File: config.mk
export PLATFORM = sky130hd
export DESIGN_NAME = inst_fetch
export DESIGN_NICKNAME = d
export VERILOG_FILES = /design/src/rtl/rv_pkg.sv /design/src/rtl/fetch_fifo.sv /design/src/rtl/inst_fetch.sv
export SDC_FILE = /design/constraint.sdc
export NUM_CORES = 1
export LEC_CHECK = 0
export ABC_AREA = 1
export CORE_MARGIN = 2
export CORE_UTILIZATION = 35
export CTS_CLUSTER_SIZE = 8
export DETAILED_ROUTE_END_ITERATION = 7
export GPL_TIMING_DRIVEN = 0
export PLACE_DENSITY = 0.6
export SLEW_MARGIN = 20
export SYNTH_ARGS = -nofsm -noshare
export SYNTH_HDL_FRONTEND = slang
export SYNTH_SLANG_ARGS = --single-unit
File: constraint.sdc
create_clock -name clk -period 1.95 [get_ports clk]
set_clock_uncertainty 0.2 [all_clocks]
set_input_delay 0.39 -clock clk [delete_from_list [all_inputs] [get_ports clk]]
set_output_delay 0.39 -clock clk [all_outputs]
set_load 0.02 [all_outputs]
File: src/rtl/rv_pkg.sv
// Shared RV32 definitions: datapath width, instruction field positions and
// the fetch-unit transaction states.
package rv_pkg;

    localparam int XLEN = 32;

    localparam int OP_LSB = 0;
    localparam int OP_MSB = 6;
    localparam int F3_LSB = 12;
    localparam int F3_MSB = 14;
    localparam int F7_LSB = 25;
    localparam int F7_MSB = 31;

    // IDLE: nothing outstanding; WAIT: one wanted fetch outstanding;
    // DRAIN: one outstanding fetch whose data is stale after a redirect.
    typedef enum logic [1:0] {
        IDLE  = 2'd0,
        WAIT  = 2'd1,
        DRAIN = 2'd2
    } fetch_state_t;

endpackage

File: src/rtl/fetch_fifo.sv
// Two-entry FIFO of {pc, instruction word}. Entry 0 is always the head, so the
// head outputs come straight from registers.
module fetch_fifo #(
    parameter int XLEN = 32
) (
    input  logic            clk,
    input  logic            rst_n,
    input  logic            flush,
    input  logic            push,
    input  logic [XLEN-1:0] push_pc,
    input  logic [31:0]     push_word,
    input  logic            pop,
    output logic [XLEN-1:0] head_pc,
    output logic [31:0]     head_word,
    output logic [1:0]      count
);

    logic [XLEN-1:0] pc0, pc1;
    logic [31:0]     word0, word1;

    // Flush wins over push/pop; pushes land behind the live entries, pops
    // shift entry 1 forward.
    always_ff @(posedge clk or negedge rst_n) begin
        if (!rst_n) begin
            pc0   <= '0;
            pc1   <= '0;
            word0 <= '0;
            word1 <= '0;
            count <= 2'd0;
        end else if (flush) begin
            pc0   <= '0;
            word0 <= '0;
            count <= 2'd0;
        end else begin
            case ({push, pop})
                2'b10: begin
                    if (count == 2'd0) begin
                        pc0   <= push_pc;
                        word0 <= push_word;
                    end else begin
                        pc1   <= push_pc;
                        word1 <= push_word;
                    end
                    count <= count + 2'd1;
                end
                2'b01: begin
                    pc0   <= pc1;
                    word0 <= word1;
                    count <= count - 2'd1;
                end
                2'b11: begin
                    if (count == 2'd1) begin
                        pc0   <= push_pc;
                        word0 <= push_word;
                    end else begin
                        pc0   <= pc1;
                        word0 <= word1;
                        pc1   <= push_pc;
                        word1 <= push_word;
                    end
                end
                default: ;
            endcase
        end
    end

    assign head_pc   = pc0;
    assign head_word = word0;

endmodule

File: src/rtl/inst_fetch.sv
// Instruction fetch unit: sequential PC requests with one transaction in
// flight, a two-entry instruction buffer and redirect/flush handling.
module inst_fetch #(
    parameter int              XLEN     = rv_pkg::XLEN,
    parameter logic [XLEN-1:0] RESET_PC = '0
) (
    input  logic            clk,
    input  logic            rst_n,
    output logic            imem_req,
    output logic [XLEN-1:0] imem_addr,
    input  logic            imem_gnt,
    input  logic            imem_rvalid,
    input  logic [31:0]     imem_rdata,
    input  logic            redirect_valid,
    input  logic [XLEN-1:0] redirect_pc,
    output logic            inst_valid,
    input  logic            inst_ready,
    output logic [31:0]     inst,
    output logic [XLEN-1:0] inst_pc,
    output logic [6:0]      op,
    output logic [2:0]      funct3,
    output logic [6:0]      funct7
);

    import rv_pkg::*;

    fetch_state_t    state, state_next;
    logic [XLEN-1:0] fetch_pc;
    logic            running;
    logic            pop_hs;
    logic            gnt_ok;
    logic            push;
    logic [1:0]      count;
    logic [XLEN-1:0] head_pc;
    logic [31:0]     head_word;
    logic            unused_redirect_lsbs;

    assign unused_redirect_lsbs = ^redirect_pc[1:0];

    assign pop_hs = inst_valid & inst_ready;
    assign gnt_ok = imem_req & imem_gnt;

    // Holds requests off until the first clock edge after reset release.
    always_ff @(posedge clk or negedge rst_n) begin
        if (!rst_n) running <= 1'b0;
        else        running <= 1'b1;
    end

    always_ff @(posedge clk or negedge rst_n) begin
        if (!rst_n) begin
            state    <= IDLE;
            fetch_pc <= RESET_PC;
        end else begin
            state <= state_next;
            if (redirect_valid)
                fetch_pc <= {redirect_pc[XLEN-1:2], 2'b00};
            else if (gnt_ok)
                fetch_pc <= fetch_pc + XLEN'(4);
        end
    end

    always_comb begin
        state_next = state;
        case (state)
            IDLE:    if (gnt_ok) state_next = redirect_valid ? DRAIN : WAIT;
            WAIT: begin
                if (imem_rvalid)         state_next = IDLE;
                else if (redirect_valid) state_next = DRAIN;
            end
            DRAIN:   if (imem_rvalid) state_next = IDLE;
            default: state_next = IDLE;
        endcase
    end

    // A slot freed by this cycle's pop may be refilled by this cycle's request.
    always_comb begin
        imem_req = 1'b0;
        push     = 1'b0;
        case (state)
            IDLE:    imem_req = running & ((count != 2'd2) | pop_hs);
            WAIT:    push     = imem_rvalid & ~redirect_valid;
            default: ;
        endcase
    end

    assign imem_addr = fetch_pc;

    // In WAIT fetch_pc has already advanced past the outstanding request.
    fetch_fifo #(
        .XLEN(XLEN)
    ) u_fifo (
        .clk       (clk),
        .rst_n     (rst_n),
        .flush     (redirect_valid),
        .push      (push),
        .push_pc   (fetch_pc - XLEN'(4)),
        .push_word (imem_rdata),
        .pop       (pop_hs & ~redirect_valid),
        .head_pc   (head_pc),
        .head_word (head_word),
        .count     (count)
    );

    assign inst_valid = (count != 2'd0);
    assign inst       = head_word;
    assign inst_pc    = head_pc;
    assign op         = head_word[OP_MSB:OP_LSB];
    assign funct3     = head_word[F3_MSB:F3_LSB];
    assign funct7     = head_word[F7_MSB:F7_LSB];

endmodule

==> results of run 1 <==
## power by group through the flow
stage	clock, W	combinational, W	sequential, W
after detailed placement	0	0.00422	0.00482
after CTS	0.00350	0.00472	0.00479
after global routing	0.00365	0.00556	0.00506
after global placement	0	0.00417	0.00481
after floorplan	0	0.00201	0.00513
final	0.00346	0.00511	0.00495
## metal layers
metal	vias up	routed length [µm]
li1	4315	-
met1	4292	14000
met2	268	14800
met3	39	1620
met4	0	690
met5	-	0
## through the flow
stage                     instance area, µm²  cells
after global routing                   13500   1798
after global placement                 10900   1705
after floorplan                         8700   1202
after detailed placement               10900   1706
after CTS                              12900   1793
final                                  13500   1798
## layout make-up
class                   count  share of cell area, %
inverters                 110                   3.28
repair buffers            237                   18.4
multi-input cells         864                   35.4
clock inverters            15                   1.46
repair inverters            1                 0.0557
clock buffers              17                   3.15
well taps                 324                   3.01
flip-flops and latches    160                   29.9
plain buffers              70                   5.37
## flip-flops by register name, indices dropped and copies added, names as in the netlist
signal,count
running,1
u_fifo.head_word,32
u_fifo.word1,32
u_fifo.count,2
imem_addr,30
u_fifo.head_pc,31
state,2
u_fifo.pc1,30
## cell families after synthesis
| kind of cell | after synthesis | share of synthesized area (%) |
|---|---|---|
| adders and majority gates | 5 | 0.720 |
| other | 2 | 0.0865 |
| DFF | 160 | 46.1 |
| AOI/OAI and AO/OA | 186 | 11.7 |
| and+or+nand+nor | 642 | 29.4 |
| buffers and inverters | 180 | 9.33 |
| xor gates and xnor gates | 26 | 2.62 |
## worst min-delay path, stage by stage
cell and delay (ns):
buf_2 0.19, nor2_1 0.11, a21oi_1 0.04, o21ai_0 0.13
## worst min-delay path by stage
stage | cells past startpoint | endpoint
finish | 4 | imem_addr[2]$_DFFE_PN0N_
global route | 2 | u_fifo.head_pc[18]$_DFFE_PN0P_
global placement | 2 | u_fifo.pc1[14]$_DFFE_PN0P_
floorplan | 0 | imem_addr[10]$_DFFE_PN0N_
detailed placement | 1 | u_fifo.head_word[9]$_DFFE_PN0P_
CTS | 4 | imem_addr[2]$_DFFE_PN0N_
## what timing repair did
action,in CTS,in global routing
setup buffers,36,4
hold buffers,1,0
hold endpoints to repair,67,0
resized for setup,432,177
pin swaps,47,34
setup endpoints to repair,268,163
cloned,18,3
## layout by cell type (no fill, tap or decap), types with 31 or more instances in the layout
cell,netlist,layout
buf_4,23,44
clkdlybuf4s50_1,0,65
dfrtp_1,160,141
dlygate4sd2_1,0,110
inv_1,106,98
nand2_1,425,361
nand2_2,3,33
nand2_4,0,33
nand3_1,44,35
nor2_1,138,104
nor2_2,3,31
o21ai_0,113,39
o21ai_1,39,41
o21ai_2,0,72
==> results.toml, run 1 <==
[clocking]
clk_pin_slew_ns = 0.08
cts_buffers = 17
clk_path_buf_depth = 2
root_buffer = "clkbuf_16"
cts_htree_levels = 4
cts_sinks = 160
cts_tree = "yes"
clock_latency_ns = 0.44

[pwr]
power_density_nw_per_um2 = 1000
switchingPower_w = 0.00539
vdd_drop_max_mv = 0.518
swShare_pct = 39.9
total_power_w = 0.0135
seq_power_share_pct = 36.6
pwr-share-clk_pct = 25.6
power_frac_comb_pct = 37.8
p_leak_nw = 6.62
p_int_w = 0.00813

[floorplan]
die_w_um = 162
dieArea_um2 = 26100
initial_core_util_pct = 35.7
core_um2 = 24300
die_h_um = 162
rows = 57
io_pins = 185

[grt]
met1_usage_pct = 32.1
grt_max_degree = 94
met3_usage_pct = 4.55
met2_usage_pct = 38.6
antenna_found_initial = 0
busiest_layer = "met2"
first_global_vias = 8516
globalRouteOverflowTotal = 0
grt_pass1_wl_um = 47900
grt_usage_pct = 23.7

[run]
cap_violations = 0

[layout]
final_layout_size_suffix_gt1_share_pct = 26.9
fin_util_pct = 55.5
num_antenna_cells = 0
seq_area_um2 = 4030
syn_to_final_growth_pct = 55.2
multi_input_area_um2 = 4780
fin_nets = 1536
nFillCells = 2294

[placement]
pre_cts_slack_ns = -0.631
portBuffers = 179
hpwlAfterDp_um = 21200
gp_congestion = 0.941

[sta]
setup_violations = 141
whs_ns = 0.264
period_share_pct = 109
fmax_mhz = 472
rsz0062_at_grt = "true"
finalHoldViolations = 0
fin_ws_ns = -0.167
timing.slew.headroom_pct = 47.5
fin_crit_ns = 2.12
worst_slew_pin_slew_ns = 0.787
fin_setup_tns_ns = -12.65
drv_slew = 0

[critical_path]
crit_type = "flop to primary output"
r2r_setup_slack_ns = -0.16
slowest_stage = "dfrtp_1"
worstSetupEndpoint = "imem_req"
path_delay_family = "flip-flops"
worstPathMaxFanout = 3
r2r_cells = 13
slowest_delay_ns = 0.39
worstReg2RegEnd = "u_fifo.word1[15]$_DFFE_PN0P_"
crit_cells = 7
worstPathRequired_ns = 1.36
path_cells = "inv_2 > ha_4 > inv_6 > nand2_4 > nand2_2 > and3_4 > buf_6"
arrival_ns = 1.53
endpoint_kind = "primary output"
reg2reg_from = "u_fifo.count[1]$_DFFE_PN0P_"
crit_start = "u_fifo.count[1]$_DFFE_PN0P_"
start_kind = "flop"
crit_buf_inv = 3

[run_status]
violations = "negative setup slack"
status = "finished, violations left"

[synth]
ys_seq_elements = 160
ys_async_sr_fraction_pct = 100
ys.flop_type = "dfrtp_1"
yosys.area.top_type = "dfrtp_1"
seq_area_frac_synth_pct = 46.1
synth_most_common_cell = "nand2_1"
ys_top_cells_by_area = "dfrtp_1 (46%), nand2_1 (18%), o21ai_0 (6.5%), nor2_1 (6.0%), inv_1 (4.6%)"
synthTopCellsByCount = "nand2_1 (425), dfrtp_1 (160), nor2_1 (138)"
avgSynthCellArea_um2 = 7.23
synth_top_area_share_pct = 46.1
synth.distinct_cells = 37
syn_inst = 1201
synth_edf_count = 0
ys_warn_count = 0
synthesis.area_um2 = 8690

[route]
drcViolationCount = 0
vias_per_cell = 4.96
ant_nets = 0
vias = 8914
wirelength_um = 31100
drtPass1Iterations = 5
wire_per_inst_um = 17.3
drt_iter0_markers = 644

[worst_hold_path]
worstHoldStart = "redirect_valid"
hp-class = "input pin to flop"
No activity file was read; power rests on OpenSTA's default activity.
==> inputs of run 2 (changes only) <==
--- a/config.mk
+++ b/config.mk
@@ -12,6 +12,7 @@
 export DETAILED_ROUTE_END_ITERATION = 7
 export GPL_TIMING_DRIVEN = 0
 export PLACE_DENSITY = 0.6
+export RECOVER_POWER = 50
 export SLEW_MARGIN = 20
 export SYNTH_ARGS = -nofsm -noshare
 export SYNTH_HDL_FRONTEND = slang
==> results.toml, run 2 (synthesis results as in run 1) <==
[layout]
fin_area_um2 = 13500
seq_area_um2 = 4030
num_antenna_cells = 0
final_layout_size_suffix_gt1_share_pct = 26.9
multi_input_area_um2 = 4780
layout_common_cells = "nand2_1 (361), dfrtp_1 (141), dlygate4sd2_1 (110)"
syn_to_final_growth_pct = 55.1
fin_nets = 1536
final_common_cell = "nand2_1"
nFillCells = 2296

[critical_path]
r2r_cells = 13
crit_type = "flop to primary output"
worstSetupEndpoint = "imem_req"
worstReg2RegEnd = "u_fifo.word1[15]$_DFFE_PN0P_"
arrival_ns = 1.53
worstPathMaxFanout = 3
endpoint_kind = "primary output"
reg2reg_from = "u_fifo.count[1]$_DFFE_PN0P_"
r2r_setup_slack_ns = -0.16
start_kind = "flop"
worstPathRequired_ns = 1.36
crit_start = "u_fifo.count[1]$_DFFE_PN0P_"

[route]
drtPass1Iterations = 7
vias = 8872
wire_per_inst_um = 17.3
vias_per_cell = 4.93
ant_nets = 0
drt_iter0_markers = 667
wirelength_um = 31100
drcViolationCount = 0

[grt]
antenna_found_initial = 0
globalRouteOverflowTotal = 0
grt_usage_pct = 23.7
first_global_vias = 8516
grt_pass1_wl_um = 47900
grt_max_degree = 94

[run]
cap_violations = 0

[sta]
rsz0062_at_grt = "true"
fin_crit_ns = 2.12
timing.slew.headroom_pct = 32.2
finalHoldViolations = 0
fmax_mhz = 472
period_share_pct = 109
setup_violations = 142
drv_slew = 0
worst_slew_pin_slew_ns = 1.02
fin_ws_ns = -0.167

[pwr]
vdd_drop_max_mv = 0.519
p_leak_nw = 6.62
total_power_w = 0.0135
power_density_nw_per_um2 = 1000

[placement]
portBuffers = 179
pre_cts_slack_ns = -0.631
gp_congestion = 0.941
hpwlAfterDp_um = 21200
placed_area_um2 = 10900

[run_status]
status = "finished, violations left"
violations = "negative setup slack"

[floorplan]
die_w_um = 162
rows = 57
die_h_um = 162
core_um2 = 24300
initial_core_util_pct = 35.7
dieArea_um2 = 26100
io_pins = 185

[worst_hold_path]
hp-class = "input pin to flop"

[clocking]
cts_buffers = 17
cts_htree_levels = 4
clock_latency_ns = 0.44
root_buffer = "clkbuf_16"
cts_tree = "yes"
cts_sinks = 160
clk_path_buf_depth = 2
clk_pin_slew_ns = 0.08
run 2: area by class of cell:
type | instances | area share [%]
multi-input cells | 864 | 35.5
flip-flops and latches | 160 | 29.9
repair buffers | 237 | 18.3
plain buffers | 70 | 5.38
inverters | 110 | 3.28
clock buffers | 17 | 3.16
well taps | 324 | 3.01
clock inverters | 15 | 1.46
repair inverters | 1 | 0.0557
run 2: metrics by stage:
step                      setup TNS [ns]  std cells  util [%]  hold WS (ns)
after floorplan                        0       1202         -        -0.106
after global placement          -1142.02       1705      44.8         0.260
after detailed placement          -80.58       1706      44.9         0.180
after CTS                          -6.51       1793      53.2         0.266
after global routing              -36.40       1798      55.4         0.292
final                             -12.49       1798      55.4         0.263
run 2: what timing repair did:
item | in CTS | in global routing
buffers inserted | 36 | 4
hold endpoints to repair | 67 | 0
resized for setup | 432 | 177
setup endpoints to repair | 268 | 163
gates cloned | 18 | 3
pin swaps | 47 | 34
hold buffers | 1 | 0
run 2: critical path, cell delays in order (launching register included):
cell and delay [ns]:
dfrtp_1 0.40, inv_2 0.09, ha_4 0.16, inv_6 0.04
nand2_4 0.08, nand2_2 0.06, and3_4 0.14, buf_6 0.12
run 2: worst min path at each step:
stage	startpoint	end	slack [ns]	depth (start not counted)
after floorplan	rst_n	imem_addr[10]$_DFFE_PN0N_	-0.11	0
after global routing	u_fifo.head_pc[18]$_DFFE_PN0P_	u_fifo.head_pc[18]$_DFFE_PN0P_	0.29	2
final	redirect_valid	imem_addr[2]$_DFFE_PN0N_	0.26	4
after detailed placement	rst_n	u_fifo.head_word[9]$_DFFE_PN0P_	0.18	1
after CTS	redirect_valid	imem_addr[2]$_DFFE_PN0N_	0.27	4
after global placement	u_fifo.pc1[14]$_DFFE_PN0P_	u_fifo.pc1[14]$_DFFE_PN0P_	0.26	2
run 2: metal layers:
metal	vias up	global-route usage (%)	routed length (µm)
li1	4320	-	-
met1	4243	32.1	13900
met2	272	38.6	14900
met3	37	4.55	1670
met4	0	7.14	660
met5	-	0	0
run 2: where the power goes:
group / switching (W) / internal [W] / leakage [nW]
combinational: 0.00291 / 0.00220 / 4.28
clock: 0.00170 / 0.00176 / 0.299
sequential: 0.000779 / 0.00417 / 2.04
total: 0.00540 / 0.00813 / 6.62
==> inputs of run 3 (changes only) <==
--- a/config.mk
+++ b/config.mk
@@ -6,8 +6,10 @@
 export NUM_CORES = 1
 export LEC_CHECK = 0
 export ABC_AREA = 1
+export CAP_MARGIN = 0
 export CORE_MARGIN = 2
 export CORE_UTILIZATION = 35
+export CTS_BUF_LIST = sky130_fd_sc_hd__clkbuf_16
 export CTS_CLUSTER_SIZE = 8
 export DETAILED_ROUTE_END_ITERATION = 7
 export GPL_TIMING_DRIVEN = 0
==> results of run 3 <==
The final DEF is identical to that of run 2; final timing and power are the same.
==> edit 1, RTL diff (settings of run 1) <==
`XLEN` is set to 32 in 2 places; all go to 64.
--- a/src/rtl/rv_pkg.sv
+++ b/src/rtl/rv_pkg.sv
@@ -2,7 +2,7 @@
 // the fetch-unit transaction states.
 package rv_pkg;
 
-    localparam int XLEN = 32;
+    localparam int XLEN = 64;
 
     localparam int OP_LSB = 0;
     localparam int OP_MSB = 6;
--- a/src/rtl/fetch_fifo.sv
+++ b/src/rtl/fetch_fifo.sv
@@ -1,7 +1,7 @@
 // Two-entry FIFO of {pc, instruction word}. Entry 0 is always the head, so the
 // head outputs come straight from registers.
 module fetch_fifo #(
-    parameter int XLEN = 32
+    parameter int XLEN = 64
 ) (
     input  logic            clk,
     input  logic            rst_n,
Ports: changed (resized imem_addr, inst_pc and redirect_pc); port bits go from 185 to 281. The function was not compared with the original's and may differ.
==> edit 1 against run 1 <==
- the run still ends with negative setup slack left
- sequential cell count is 96 higher
- critical path depth rose by 4
- fmax down 8.5%
- worst setup slack lost 0.20 ns
- area after synthesis rose by 74%
- cell count is 84% higher
- synthesized cell count is 79% higher
- die area up 72%
- power is 110% higher
- wire length is 140% higher
- cell area grew 100%
- critical endpoint is now u_fifo.head_pc[17]$_DFFE_PN0P_
- largest power group unchanged
==> edit 1: results (changes against run 1) <==
* Status: complete, but fails checks (unchanged)
* Failing checks: negative setup slack (unchanged)
* First-pass GRT wire length at 106,000 um (was 47,900 um)
* Worst VDD drop at 0.000508 V (was 0.000518 V)
* Part of the power in the clock network at 22.2% (was 25.6%)
* Sw frac at 41.1% (was 39.9%)
* Core area at 42,800 um^2 (was 24,300 um^2)
* Clock slew at reported path FFs at 0.06 ns (was 0.08 ns)
* Routability cong. at 0.990 (was 0.941)
* Top post-synthesis cells by area: dfrtp_1 (42%), nand2_1 (18%), nor2_1 (7.5%) (was dfrtp_1 (46%), nand2_1 (18%), o21ai_0 (6.5%))
* Sequential element share of the synthesized area at 42.5% (was 46.1%)
* Dpl cell area at 18,700 um^2 (was 10,900 um^2)
* Fillers at 3,426 (was 2,294)
* Share of cells above drive strength 1 at 45.0% (was 26.9%)
* Leakage at 0.0129 uW (was 0.00662 uW)
* Vias in the first global route at 17,347 (was 8,516)
* CP top delay family: buffers and inverters (was flip-flops)
* Distinct cells, synth at 39 (was 37)
* Slew @ Worst Pin at 0.816 ns (was 0.787 ns)
* Setup ws final at -0.364 ns (was -0.167 ns)
* Critical-path maximum fanout at 6 (was 3)
* Setup bufs post-CTS at 160 (was 36)
* Routed length per instance at 22.8 um (was 17.3 um)
* Inst Count DP at 2,969 (was 1,706)
* Max clock buf depth at 3 (was 2)
* Port Buffers at 275 (was 179)
* Commonest cells in the netlist: nand2_1 (738), nor2_1 (303), dfrtp_1 (256) (was nand2_1 (425), dfrtp_1 (160), nor2_1 (138))
* CTS Buf Count at 38 (was 17)
* H-tree Lvls at 2 (was 4)
* Total number of vias at 17,805 (was 8,914)
* Endpoints failing setup at 268 (was 141)
* Final setup TNS at -44.00 ns (was -12.65 ns)
* Worst Path Arrival at 2.53 ns (was 1.53 ns)
* Pin count of the biggest net entering global routing at 91 (was 94)
* Post-cts sizing count at 1,297 (was 432)
[edit 1: worst min-delay path, delay by kind of cell]
| family | cells | cell delay (ns) |
|---|---|---|
| buf+inv | 1 | 0.39 |
| simple gates | 2 | 0.14 |
[edit 1: logic make-up after synthesis]
family | share of synthesized area [%]
adders and majority gates | 0.415
xor gates and xnor gates | 4.70
other | 0.0498
AOI/OAI and AO/OA | 9.82
DFF | 42.5
buffers and inverters | 8.52
and+or+nand+nor | 34.0
[edit 1: per-layer routing]
metal | track usage [%] | part of all wire (%)
met3 | 4.70 | 6.7
met1 | 39.9 | 39
met2 | 53.9 | 49
met5 | 0 | 0
met4 | 13.4 | 5.8
[edit 1: path summary, 6_finish.rpt]
check	start	endpoint	cells past startpoint
worst max register to register	u_fifo.count[0]$_DFFE_PN0P_	u_fifo.head_pc[17]$_DFFE_PN0P_	11
max in group asynchronous	rst_n	imem_addr[35]$_DFFE_PN0N_	3
worst min register to register	u_fifo.head_pc[50]$_DFFE_PN0P_	u_fifo.head_pc[50]$_DFFE_PN0P_	2
worst max-delay path	u_fifo.count[0]$_DFFE_PN0P_	u_fifo.head_pc[17]$_DFFE_PN0P_	11
worst min-delay path	redirect_pc[38]	imem_addr[38]$_DFFE_PN0N_	3
min in group asynchronous	rst_n	u_fifo.head_word[12]$_DFFE_PN0P_	2
[edit 1: cell type report]
| cell class | count | area [um^2] | share of cell area, % |
|---|---|---|---|
| buffer | 119 | 1520 | 5.48 |
| clock buffer | 43 | 980 | 3.54 |
| clock inverter | 4 | 92.6 | 0.335 |
| inverter | 167 | 716 | 2.59 |
| multi-input combinational | 1601 | 11100 | 40.0 |
| sequential | 256 | 6450 | 23.3 |
| tap | 546 | 683 | 2.47 |
| timing repair buffer | 580 | 6140 | 22.2 |
==> edit 2, RTL diff (settings of run 1) <==
Made on the original files. Re-encode `fetch_state_t` (3 states) as one-hot, 3 bits wide.
--- a/src/rtl/rv_pkg.sv
+++ b/src/rtl/rv_pkg.sv
@@ -13,10 +13,10 @@
 
     // IDLE: nothing outstanding; WAIT: one wanted fetch outstanding;
     // DRAIN: one outstanding fetch whose data is stale after a redirect.
-    typedef enum logic [1:0] {
-        IDLE  = 2'd0,
-        WAIT  = 2'd1,
-        DRAIN = 2'd2
+    typedef enum logic [2:0] {
+        IDLE  = 3'b001,
+        WAIT  = 3'b010,
+        DRAIN = 3'b100
     } fetch_state_t;
 
 endpackage
Behaviour: same outputs for any inputs over 4 cycles, from zero or initial values and one cycle with rst_n low; so few cycles prove little.
==> edit 2 against run 1 <==
- the flow still finishes with violations (negative setup slack)
- worst setup slack worse by 0.0041 ns
- sequential share of layout area up 0.67 points
- wire length down 0.53%
- power grew 5.4%
- hold slack got worse by 0.026 ns
- first-iteration DRC count increased by 8.1%
- area after synthesis up 0.27%
- sequential cell count up 1
- cell area fell by 1.7%
- critical endpoint is now u_fifo.head_pc[13]$_DFFE_PN0P_
- largest cell class unchanged
- largest power group unchanged
- highest routed layer unchanged
==> edit 2: results (changes against run 1) <==
* Status: complete, but fails checks (unchanged)
* Failing checks: negative setup slack (unchanged)
* Setup bufs post-CTS at 20 (was 36)
* Clock Latency Late Sink at 0.44 ns (about the same)
* Fillers at 2,344 (was 2,294)
* Worst Path Arrival at 2.25 ns (was 1.53 ns)
* Rel. slew slack at 57.5% (was 47.5%)
* Clock slew at reported path FFs at 0.07 ns
* Max clock buf depth at 2 (unchanged)
* First-pass GRT wire length at 45,500 um (was 47,900 um)
* Sequential element share of the synthesized area at 46.3% (was 46.1%)
* Hold Crit Class: input port to flip-flop (unchanged)
* Setup ws final at -0.171 ns (was -0.167 ns)
* Yosys warns at 0 (unchanged)
* Drt first pass iters at 5 (unchanged)
* Critical-path maximum fanout at 8 (was 3)
* Vias in the first global route at 8,394 (was 8,516)
* FFs w/ async S/R, synth at 100% (unchanged)
* Routability cong. at 0.904 (was 0.941)
* Psw at 5720 uW (was 5390 uW)
* Iteration-0 DRC count of the detailed router at 696 (was 644)
* Final HPWL DP at 21,100 um (was 21,200 um)
* Endpoints failing setup at 151 (was 141)
* Worst VDD drop at 0.000467 V (was 0.000518 V)
* Inst Count DP at 1,720 (was 1,706)
* Port Buffers at 179 (unchanged)
* Share of cells above drive strength 1 at 22.4% (was 26.9%)
* Initial antenna violation count at 0 (unchanged)
* Total number of vias at 8,957 (was 8,914)
* Commonest cells in the netlist: nand2_1 (417), nor2_1 (174), dfrtp_1 (160) (was nand2_1 (425), dfrtp_1 (160), nor2_1 (138))
* Placement Setup Slack at -0.861 ns (was -0.631 ns)
* Root Driver: clkbuf_16 (unchanged)
* Vias per std cell at 4.92 (was 4.96)
* Routed length per instance at 17.0 um (was 17.3 um)
* Total GRT Usage at 22.2% (was 23.7%)
* Hold buffer count at cts at 1 (unchanged)
* Dpl cell area at 11,000 um^2 (was 10,900 um^2)
* Post-cts sizing count at 257 (was 432)
* Final setup TNS at -11.35 ns (was -12.65 ns)
* CTS Buf Count at 17 (unchanged)
* Top post-synthesis cells by area: dfrtp_1 (46%), nand2_1 (18%), nor2_1 (7.5%) (was dfrtp_1 (46%), nand2_1 (18%), o21ai_0 (6.5%))
* H-tree Lvls at 4 (unchanged)
* Leakage at 0.00657 uW (was 0.00662 uW)
* Diodes inserted at 0 (unchanged)
* Post-Synthesis Cells at 1,215 (was 1,201)
* Distinct cells, synth at 31 (was 37)
* Pin count of the biggest net entering global routing at 86 (was 94)
* Nets at 1,557 (was 1,536)
[edit 2: cell count changes after synthesis, sizes merged, moves of 3 or more]
cell    change
xnor2       +3
a21oi       +6
nor2       +35
nor3        +4
o21ai       -9
nand2      -10
nand4       -3
clkbuf      +3
inv         -7
[edit 2: metal layers]
metal	routed length (um)	global-route usage (%)
met1	13600	30.3
met2	15100	36.0
met3	1540	3.55
met4	638	7.44
met5	0	0
[edit 2: cell type report]
type | count | area (um^2) | area share, %
multi-input cells | 881 | 4500 | 33.9
inverters | 103 | 445 | 3.36
well taps | 324 | 405 | 3.06
clock buffers | 17 | 425 | 3.21
plain buffers | 71 | 728 | 5.49
clock inverters | 15 | 191 | 1.44
repair inverters | 2 | 32.5 | 0.245
repair buffers | 245 | 2480 | 18.7
flip-flops and latches | 161 | 4050 | 30.5
[edit 2: per-stage QoR]
stage | hold slack, ns | total power, uW
floorplan | -0.106 | 7760
global placement | 0.262 | 9880
detailed placement | 0.216 | 9950
CTS | 0.211 | 13400
global route | 0.261 | 15100
finish | 0.238 | 14300
[edit 2: kinds of logic (layout without fill, tap and decap cells)]
kind of cell | Yosys count | count (layout) | synth area share (%)
AND/OR/NAND/NOR | 662 | 662 | 30.0
AO/OA/AOI/OAI | 181 | 181 | 11.1
other | 2 | 3 | 0.0862
buffers and inverters | 174 | 453 | 8.78
adder cells (fa/ha/maj) | 5 | 5 | 0.718
XOR/XNOR | 30 | 30 | 3.02
flip-flops | 161 | 161 | 46.3
[edit 2: final timing paths]
kind | slack [ns] | startpoint | cells after the start | end
min reg2reg | 0.27 | u_fifo.head_pc[17]$_DFFE_PN0P_ | 2 | u_fifo.head_pc[17]$_DFFE_PN0P_
max in group asynchronous | 0.38 | rst_n | 3 | imem_addr[26]$_DFFE_PN0N_
max reg2reg | -0.17 | u_fifo.count[0]$_DFFE_PN0P_ | 11 | u_fifo.head_pc[13]$_DFFE_PN0P_
max | -0.17 | u_fifo.count[0]$_DFFE_PN0P_ | 11 | u_fifo.head_pc[13]$_DFFE_PN0P_
min in group asynchronous | 0.31 | rst_n | 2 | u_fifo.word1[8]$_DFFE_PN0P_
min | 0.24 | redirect_valid | 4 | u_fifo.count[0]$_DFFE_PN0P_
[edit 2: power by group through the flow]
stage	Combinational (uW)	Clock, uW	Sequential (uW)
2_1_floorplan	2370	0	5390
5_1_grt	6260	3690	5110
3_5_place_dp	4940	0	5000
6_report	5770	3500	4990
4_1_cts	4940	3560	4940
3_3_place_gp	4890	0	4990
[edit 2: worst max-delay path, stage by stage (launching register included)]
cell and delay (ns):
dfrtp_1 0.38, inv_2 0.07, ha_4 0.16, buf_4 0.14, nor2_4 0.18, nand2_4 0.12, a21oi_4 0.25, buf_6 0.20
buf_4 0.12, a21oi_2 0.05, o21ai_2 0.07, nand2_1 0.07
